--- config.mk ---
export PLATFORM = sky130hd
export DESIGN_NAME = trace_issue_queue
export DESIGN_NICKNAME = d
export VERILOG_FILES = /design/src/rtl/trace_issue_queue.sv
export SDC_FILE = /design/constraint.sdc
export NUM_CORES = 1
export LEC_CHECK = 0
export CAP_MARGIN = 20
export CORE_MARGIN = 1.5
export CORE_UTILIZATION = 30
export CTS_CLUSTER_SIZE = 14
export DETAILED_ROUTE_END_ITERATION = 16
export GPL_TIMING_DRIVEN = 1
export PLACE_DENSITY = 0.44
export SKIP_LAST_GASP = 1
export SLEW_MARGIN = 15
export SYNTH_ARGS = -nofsm -noshare
export SYNTH_HDL_FRONTEND = slang
export SYNTH_SLANG_ARGS = --single-unit
--- constraint.sdc ---
create_clock -name clk -period 6.98 [get_ports clk]
set_input_delay 1.047 -clock clk [delete_from_list [all_inputs] [get_ports clk]]
set_output_delay 1.047 -clock clk [all_outputs]
set_load 0.01 [all_outputs]
--- src/rtl/trace_issue_queue.sv ---
`default_nettype none
// ============================================================================
// Module  : trace_issue_queue
// Brief   : In-order trace record FIFO; forwards cache accesses, converts
//           stats-control opcodes into single-cycle pulses, drops illegal ops.
// Revision: 1.0 - initial release
// ============================================================================
module trace_issue_queue #(
    parameter int DEPTH  = 8,
    parameter int ADDR_W = 32
) (
    input  logic                       clk,
    input  logic                       rst,
    input  logic                       in_valid_i,
    output logic                       in_ready_o,
    input  logic [3:0]                 in_op_i,
    input  logic [ADDR_W-1:0]          in_addr_i,
    output logic                       out_valid_o,
    input  logic                       out_ready_i,
    output logic [1:0]                 Access_type_o,
    output logic [ADDR_W-1:0]          Hex_address_o,
    output logic                       clear_stats_o,
    output logic                       dump_stats_o,
    output logic [$clog2(DEPTH+1)-1:0] occupancy_o,
    output logic [31:0]                issued_count_o,
    output logic [15:0]                dropped_count_o,
    output logic                       idle_o
);

    localparam int         c_ptr_w    = $clog2(DEPTH);
    localparam int         c_cnt_w    = $clog2(DEPTH + 1);
    localparam int         c_ent_w    = 4 + ADDR_W;
    localparam logic [3:0] c_op_clear = 4'd8;
    localparam logic [3:0] c_op_dump  = 4'd9;

    typedef enum logic [0:0] {
        S_RUN   = 1'b0,
        S_PULSE = 1'b1
    } state_t;

    logic [c_ent_w-1:0] r_mem_q [DEPTH];
    logic [c_ptr_w-1:0] r_wr_ptr_q, r_wr_ptr_d;
    logic [c_ptr_w-1:0] r_rd_ptr_q, r_rd_ptr_d;
    logic [c_cnt_w-1:0] r_count_q, r_count_d;
    logic [31:0]        r_issued_q, r_issued_d;
    logic [15:0]        r_dropped_q, r_dropped_d;
    state_t             r_state_q, r_state_d;
    logic               r_pulse_dump_q, r_pulse_dump_d;

    logic               w_full;
    logic               w_empty;
    logic [c_ent_w-1:0] w_head;
    logic [3:0]         w_head_op;
    logic               w_is_access;
    logic               w_is_ctrl;
    logic               w_push;
    logic               w_pop;

    assign w_full      = (r_count_q == c_cnt_w'(DEPTH));
    assign w_empty     = (r_count_q == '0);
    assign w_head      = r_mem_q[r_rd_ptr_q];
    assign w_head_op   = w_head[c_ent_w-1:ADDR_W];
    assign w_is_access = (w_head_op[3:2] == 2'b00) && (w_head_op[1:0] != 2'b11);
    assign w_is_ctrl   = (w_head_op == c_op_clear) || (w_head_op == c_op_dump);

    assign w_push = in_valid_i && !w_full;
    // Control and illegal entries never wait on the cache; only accesses stall.
    assign w_pop  = !w_empty && (!w_is_access || out_ready_i);

    always_ff @(posedge clk) begin
        if (w_push) begin
            r_mem_q[r_wr_ptr_q] <= {in_op_i, in_addr_i};
        end
    end

    always_comb begin
        r_wr_ptr_d     = r_wr_ptr_q;
        r_rd_ptr_d     = r_rd_ptr_q;
        r_count_d      = r_count_q;
        r_issued_d     = r_issued_q;
        r_dropped_d    = r_dropped_q;
        r_state_d      = S_RUN;
        r_pulse_dump_d = r_pulse_dump_q;

        if (w_push) begin
            r_wr_ptr_d = r_wr_ptr_q + c_ptr_w'(1);
        end
        if (w_pop) begin
            r_rd_ptr_d = r_rd_ptr_q + c_ptr_w'(1);
        end
        if (w_push && !w_pop) begin
            r_count_d = r_count_q + c_cnt_w'(1);
        end else if (!w_push && w_pop) begin
            r_count_d = r_count_q - c_cnt_w'(1);
        end

        if (w_pop && w_is_access) begin
            r_issued_d = r_issued_q + 32'd1;
        end
        if (w_pop && !w_is_access && !w_is_ctrl && (r_dropped_q != 16'hFFFF)) begin
            r_dropped_d = r_dropped_q + 16'd1;
        end

        // PULSE is re-entered on every CTRL pop so consecutive controls pulse back to back.
        if (w_pop && w_is_ctrl) begin
            r_state_d      = S_PULSE;
            r_pulse_dump_d = (w_head_op == c_op_dump);
        end
    end

    always_ff @(posedge clk or posedge rst) begin
        if (rst) begin
            r_wr_ptr_q     <= '0;
            r_rd_ptr_q     <= '0;
            r_count_q      <= '0;
            r_issued_q     <= '0;
            r_dropped_q    <= '0;
            r_state_q      <= S_RUN;
            r_pulse_dump_q <= 1'b0;
        end else begin
            r_wr_ptr_q     <= r_wr_ptr_d;
            r_rd_ptr_q     <= r_rd_ptr_d;
            r_count_q      <= r_count_d;
            r_issued_q     <= r_issued_d;
            r_dropped_q    <= r_dropped_d;
            r_state_q      <= r_state_d;
            r_pulse_dump_q <= r_pulse_dump_d;
        end
    end

    assign in_ready_o      = !w_full;
    assign out_valid_o     = !w_empty && w_is_access;
    assign Access_type_o   = w_head_op[1:0];
    assign Hex_address_o   = w_head[ADDR_W-1:0];
    assign clear_stats_o   = (r_state_q == S_PULSE) && !r_pulse_dump_q;
    assign dump_stats_o    = (r_state_q == S_PULSE) && r_pulse_dump_q;
    assign occupancy_o     = r_count_q;
    assign issued_count_o  = r_issued_q;
    assign dropped_count_o = r_dropped_q;
    assign idle_o          = w_empty && (r_state_q == S_RUN);

endmodule
`default_nettype wire

======== After elaboration in Yosys (flattened, before gate mapping) ========
Memories as Yosys holds them, arrays and structs flattened.
Index checks and enable logic that the tools add are counted.
Widths: inputs -> output; s select.
cells by class
  reduce and logical (&&, ||, !) cells .... 26
  muxes and demuxes ....................... 5
  bitwise gates (word level) .............. 1
  eq/ne operators ......................... 5
  $add $sub $neg .......................... 6
operator list
  kind                   count
  $add 32x1->32 const B  1
  $add 16x1->16 const B  1
  $ne 16x16->1 const B   1
  $logic_and 1x1->1      14
  $eq 4x4->1 const B     3
  $mux 4                 2
  $logic_not 1->1        7
  $add 3x1->3 const B    2
  $add 4x1->4 const B    1
  $logic_not 4->1        1
  $sub 4x1->4 const B    1
  $mux 1                 3
  $logic_not 2->1        1
  $logic_or 1x1->1       2
  $ne 2x2->1 const B     1
  $reduce_bool 2->1      1
  $not 1->1              1
storage, ports and cells
  memory bits (writable) .................. 288
  input port bits ......................... 40
  bits in registers ....................... 60
  word-level logic and storage cells ...... 51
  memories ................................ 1
  output and inout bits ................... 91
memories
  name     depth  bits a word  rd ports  clocked after memory_dff  wr ports  RTL line  text
  r_mem_q  8      36           1         0                         1         41        logic [c_ent_w-1:0] r_mem_q [DEPTH];

======== Logic depth before layout (Yosys ltp) ========
Gate-level depths: netlist of run 1.
An unclocked memory read counts as a cell.
  word-level depth ........................ 9
  depth in mapped cells ................... 14
  mapped depth without buffers ............ 13

======== Least setup slack after synthesis of run 1 ========
Ideal clock, no wire load.
  path type ............................... input -> register
  from .................................... input port in_valid_i
  to ...................................... memory r_mem_q[0][0] (netlist bit) (enable)
  arrival time ............................ 3.973 ns
  cell stages on the path ................. 4
  setup time .............................. 0.474 ns
  data required time ...................... 6.506 ns
  path slack .............................. 2.533 ns
  path buffers ............................ 1
  path through ............................ and2_1 > clkbuf_1 > nand2b_1 > nor3_1
between the ends
  longest elaborated chain between the ends .. 3
ends and longest elaborated chain
  what                          RTL line  text
  from (decl)                   14        input logic in_valid_i,
  $logic_and 1x1->1             66        assign w_push = in_valid_i && !w_full;
  named net w_push              56        logic w_push;
  $mux 1                        71        if (w_push) begin
  $mux 1 (implied by the code)  72        r_mem_q[r_wr_ptr_q] <= {in_op_i, in_addr_i};
  to (decl)                     41
The timed path passes the listed nets, and every way through them passes these cells.

======== Final worst setup path of run 1 ========
  from .................................... register r_rd_ptr_q[0]
  to ...................................... output port Hex_address_o[31]
between the ends
  longest elaborated chain between the ends .. 1
ends and longest elaborated chain
  what                    RTL line  text
  from (decl)             43        logic [c_ptr_w-1:0] r_rd_ptr_q, r_rd_ptr_d;
  from (signal assigned)  122       r_rd_ptr_q <= r_rd_ptr_d;
  $mem_v2 8x36            -
  to (decl)               21        output logic [ADDR_W-1:0] Hex_address_o,
Every way passes these cells.

==> flow_metrics.tcl, run 1 <==
set metrics [dict create \
    outcome "completed" \
    detail_route.vias_per_cell 4.67 \
    netlist.area_leader.share_pct 62.7 \
    reg2reg_from "r_rd_ptr_q[2]" \
    holdBufCountCts 0 \
    start_util_pct 30.4 \
    htreeDepth 2 \
    synth.area.top_cells "edfxtp_1 (63%), mux4_2 (12%), dfrtp_1 (11%)" \
    drive_gt1_share_pct 22.5 \
    drt_iter0_drc 421 \
    rsz0062_at_grt "false" \
    p_leak_nw 5.86 \
    netlist_area_sq_um 13800 \
    nFillCells 4192 \
    portBuffers 130 \
    overflow 0 \
    power_frac_comb_pct 30.4 \
    synth_top_area_cell "edfxtp_1" \
    grt_max_degree 61 \
    met1_usage_pct 18.7 \
    syn_inst 703 \
    period_minus_slack_ps 4770 \
    cap_violations 0 \
    wire_per_inst_microns 20.7 \
    gp_congestion 0.711 \
    cp-end-kind "output port" \
    clk_pin_slew_ps 60 \
    core_sq_um 45400 \
    yosysSeqAreaShare_pct 73.5 \
    clock_path_buffers 3 \
    holdWs_ps 471 \
    grt_busiest_layer "met2" \
    worst-path-buf-inv 2 \
    synth_area_per_cell_sq_um 19.6 \
    fmax_mhz 210 \
    min_period_over_period_pct 68.3 \
    clockPowerShare_pct 29.6 \
    die_w_microns 217 \
    swShare_pct 29.8 \
    ios 131 \
    p_sw_mw 2.15 \
    ys_ff_latch 348 \
    hold_start "issued_count_o[31]" \
    finalHoldViolations 0 \
    numCtsBuffers 40 \
    drt-pass1-iter-count 4 \
    hpwl_mm 16.8 \
    cts_setup_buffers 0 \
    startpoint_type "flop" \
    ir_drop_mv 0.174 \
    slew_viol_final 0 \
    final_core_util_pct 38.0 \
    finClkSkew_ps 16.8 \
    crit_chain "buf_4 -> mux4_2 -> mux2_2 -> clkdlybuf4s50_1" \
    internal-power_mw 5.06 \
    routed-via-count 6963 \
    power_density_nw_per_um2 418 \
    layout.nets 908 \
    slowest_delay_ps 990 \
    dp_worst_setup_slack_ps 2640 \
    setup_slack_ps 2210 \
    use_met2_pct 20.5 \
    yosysWarnings 0 \
    slowest_stage "dfrtp_4" \
    ant_nets 0 \
    synth_cell_types 39 \
    cp_max_fo 38 \
    cp.required_ps 5930 \
    insertion_delay_ps 550 \
    die_h_microns 217 \
    n_antenna_cell 0 \
    drc 0 \
    rows 78 \
    power_mw 7.21 \
    track_usage_pct 13.4 \
    min_path_type "reg2reg" \
    critPathTopFamily "buffers and inverters" \
    final_cell_mix "edfxtp_1 (288), clkdlybuf4s50_1 (130), mux4_2 (72)" \
    antenna_found_initial 2 \
    die_area_sq_um 47300 \
    syn_to_final_growth_pct 24.8 \
    clock_sinks 348 \
    grt_pass1_wl_mm 46.9 \
    setup_tns_ps 0 \
    wl_mm 30.8 \
    worstPathArrival_ps 3720 \
    path_class "reg2out" \
    seqPwrFrac_pct 40.0 \
    tightest_slew_ps 1070 \
    cts_tree "built" \
    grt_util_met3_pct 3.28 \
    postCtsResizedCells 0 \
    startpoint "r_rd_ptr_q[0]" \
    root_buffer "clkbuf_16" \
    first_global_vias 7332 \
    setup_viol 0 \
    slew_headroom_pct 28.4 \
    syn-num-nets 751 \
    final_common_cell "edfxtp_1" \
]
## sequential cells by signal, indices dropped and copies added, names as in the netlist
signal and count:
r_rd_ptr_q 3, r_wr_ptr_q 3, r_pulse_dump_q 1, r_mem_q 288
dropped_count_o 16, issued_count_o 32, r_state_q 1, occupancy_o 4
## synthesized netlist by cell type, drive strengths merged
cell type,number
nor2b,1
or3,1
and4,7
mux4,72
and2,5
nand3,18
inv,12
o21ai,1
xnor2,26
ha,7
fa,1
clkbuf,15
a21oi,1
or2,1
nor4,11
mux2,38
edfxtp,288
nand4b,1
xor2,28
nor2,12
o2111ai,2
nor3,24
nand2,23
mux2i,4
buf,14
a221oi,1
nand4,11
and3,13
dfrtp,60
nand2b,4
a21o,1
## per-stage QoR
stage,instances,cell area [sq um]
final,1490,17200
after global routing,1490,17200
after CTS,1490,17200
after detailed placement,1418,15900
after global placement,1418,15900
after floorplan,703,13800
## cell type report
class	count	area [sq um]	area share (%)
repair buffers	144	1410	8.16
flip-flops and latches	348	10200	59.0
well taps	600	751	4.36
multi-input cells	314	3530	20.5
clock inverters	25	288	1.67
inverters	12	45.0	0.261
clock buffers	47	1050	6.09
## kinds of logic (layout without fill, tap and decap cells)
logic type | after synthesis | in the layout | share of synthesized area (%)
XOR/XNOR | 54 | 54 | 3.43
adder cells (fa/ha/maj) | 8 | 8 | 0.780
AND/OR/NAND/NOR | 132 | 132 | 5.29
AO/OA/AOI/OAI | 6 | 6 | 0.408
buffers and inverters | 41 | 228 | 1.26
multiplexers | 114 | 114 | 15.3
flip-flops | 348 | 348 | 73.5
## power groups by stage
stage                     clock [mW]  sequential, mW  combinational (mW)
final                           2.13            2.88                2.19
after global routing            2.29            2.94                2.38
after CTS                       2.21            2.90                2.26
after detailed placement           0            2.94                2.25
after global placement             0            2.94                2.24
after floorplan                    0            2.77                1.44
## routing by layer
layer	wire [microns]	share of wire [%]	vias to the layer above
met5	29	0.094	-
met4	612	2.0	4
met3	1730	5.6	49
met2	14000	45	169
met1	14400	47	3612
li1	-	-	3129
## final timing paths
| check | slack, ps | cells after the start | end |
|---|---|---|---|
| worst max-delay path | 2210 | 4 | Hex_address_o[31] |
| max in group asynchronous | 5330 | 3 | r_rd_ptr_q[0] |
| min in group asynchronous | 1060 | 3 | issued_count_o[4] |
| worst min-delay path | 470 | 1 | issued_count_o[31] |
| worst max register to register | 3090 | 14 | occupancy_o[3] |
| worst min register to register | 470 | 1 | issued_count_o[31] |
Note: power is estimated with default switching activity, not from simulation.
==> run 2: changes to the inputs <==
Settings changed: PLACE_DENSITY 0.44 to 0.46.
Clock period 6.98 ns to 4.3 ns, I/O delays scaled along.
==> run 2 against run 1 <==
Effect of this change: routed wire length is 0.22% lower; count of clock-buffer cells in the layout is 1 higher; first-iteration DRC count is 1.4% higher; die area stayed put; critical path depth stayed put; sequential share of layout area is 0.073 points lower; clock power is 53% higher; flip-flop and latch count stayed put; non-clock buffer count is 6 higher.
==> flow_metrics.tcl, run 2 (synthesis results as in run 1) <==
set metrics [dict create \
    rows 78 \
    startpoint_type "flop" \
    numCtsBuffers 39 \
    critPathTopFamily "buffers and inverters" \
    grt_pass1_wl_mm 47.1 \
    die_h_microns 217 \
    dp_worst_setup_slack_ps 891 \
    wl_mm 30.7 \
    place_area_sq_um 16000 \
    cts_setup_buffers 0 \
    swShare_pct 29.9 \
    core_sq_um 45400 \
    fmax_mhz 261 \
    drive_gt1_share_pct 22.8 \
    finalHoldViolations 0 \
    worstPathArrival_ps 3190 \
    ant_nets 0 \
    cap_violations 0 \
    portBuffers 130 \
    setup_viol 0 \
    power_frac_comb_pct 32.6 \
    seqPwrFrac_pct 39.2 \
    syn_to_final_growth_pct 25.0 \
    root_buffer "clkbuf_16" \
    insertion_delay_ps 550 \
    slew_viol_final 0 \
    dp_cells 1424 \
    antenna_found_initial 2 \
    cts_tree "built" \
    drc 0 \
    drt-pass1-iter-count 5 \
    n_antenna_cell 0 \
    internal-power_mw 8.10 \
    outcome "completed" \
    clock_sinks 348 \
    overflow 0 \
    detail_route.vias_per_cell 4.66 \
    multi_input_area_sq_um 3530 \
    clock_path_buffers 3 \
    cp-end-kind "output port" \
    largest_register "r_mem_q" \
    worst-path-buf-inv 2 \
    p_leak_nw 5.86 \
    holdWs_ps 470 \
    holdBufCountCts 0 \
    routed-via-count 6962 \
    largest_reg_flops 288 \
    hpwl_mm 17.9 \
    grt_max_degree 41 \
    drt_iter0_drc 427 \
    setup_slack_ps 465 \
    period_minus_slack_ps 3840 \
    power_density_nw_per_um2 670 \
    min_path_type "reg2reg" \
    final_core_util_pct 38.0 \
    slew_headroom_pct 43.9 \
    die_area_sq_um 47300 \
    slowest_delay_ps 700 \
    min_period_over_period_pct 89.2 \
    rsz0062_at_grt "false" \
    register_area_sq_um 10200 \
    die_w_microns 217 \
    finClkSkew_ps 19.9 \
    final_cell_mix "edfxtp_1 (288), clkdlybuf4s50_1 (130), mux4_2 (72)" \
    wire_per_inst_microns 20.6 \
    slowest_stage "buf_4" \
    ios 131 \
    clockPowerShare_pct 28.2 \
    first_global_vias 7408 \
    gp_congestion 0.699 \
    clk_pin_slew_ps 60 \
    start_util_pct 30.4 \
    fin_area_sq_um 17300 \
    cp.required_ps 3650 \
    layout.nets 913 \
    cp_max_fo 40 \
    ir_drop_mv 0.294 \
    crit_chain "buf_4 -> mux4_2 -> mux2_2 -> clkdlybuf4s50_1" \
    setup_tns_ps 0 \
    path_class "reg2out" \
    postCtsResizedCells 0 \
    power_mw 11.6 \
    htreeDepth 2 \
    tightest_slew_ps 841 \
    track_usage_pct 13.4 \
    final_common_cell "edfxtp_1" \
    nFillCells 4231 \
    p_sw_mw 3.46 \
    finalNonFillerCells 1495 \
]
-- run 2: worst register-to-register path: stages, from the launching register on --
cell	delay (ps)
dfrtp_2	670
mux4_2	390
mux2i_1	450
o2111ai_1	190
and2_1	240
inv_1	60
ha_1	170
inv_1	90
ha_1	270
a21o_1	170
a21oi_1	160
xnor2_1	140
nor2_1	70
xor2_1	140
-- run 2: worst paths after layout --
| kind | startpoint | endpoint | slack, ps | depth (start not counted) |
|---|---|---|---|---|
| worst max-delay path | r_rd_ptr_q[0] | Hex_address_o[14] | 460 | 4 |
| worst min-delay path | issued_count_o[31] | issued_count_o[31] | 470 | 1 |
| worst max register to register | r_rd_ptr_q[2] | occupancy_o[3] | 970 | 13 |
| worst min register to register | issued_count_o[31] | issued_count_o[31] | 470 | 1 |
| max in group asynchronous | rst | issued_count_o[16] | 2860 | 3 |
| min in group asynchronous | rst | dropped_count_o[12] | 570 | 2 |
-- run 2: final cells by class --
cell class,count,share of cell area (%)
clock inverters,23,1.33
flip-flops and latches,348,58.9
multi-input cells,314,20.5
clock buffers,48,5.91
well taps,600,4.35
inverters,12,0.261
repair buffers,150,8.78
-- run 2: power by group through the flow --
stage	Clock (mW)	Sequential, mW	Combinational [mW]
final	3.26	4.53	3.77
after global routing	3.50	4.60	4.09
after CTS	3.39	4.54	3.90
after detailed placement	0	4.61	3.88
after global placement	0	4.60	3.90
after floorplan	0	4.49	2.33
-- run 2: routing by layer --
metal | GRT usage (%) | part of all wire, % | up-vias | wire length, microns
met5 | 0 | 0.094 | - | 29
met4 | 4.51 | 2.2 | 4 | 685
met3 | 2.86 | 4.8 | 50 | 1460
met2 | 21.8 | 48 | 162 | 14700
met1 | 17.8 | 45 | 3612 | 13800
li1 | - | - | 3134 | -
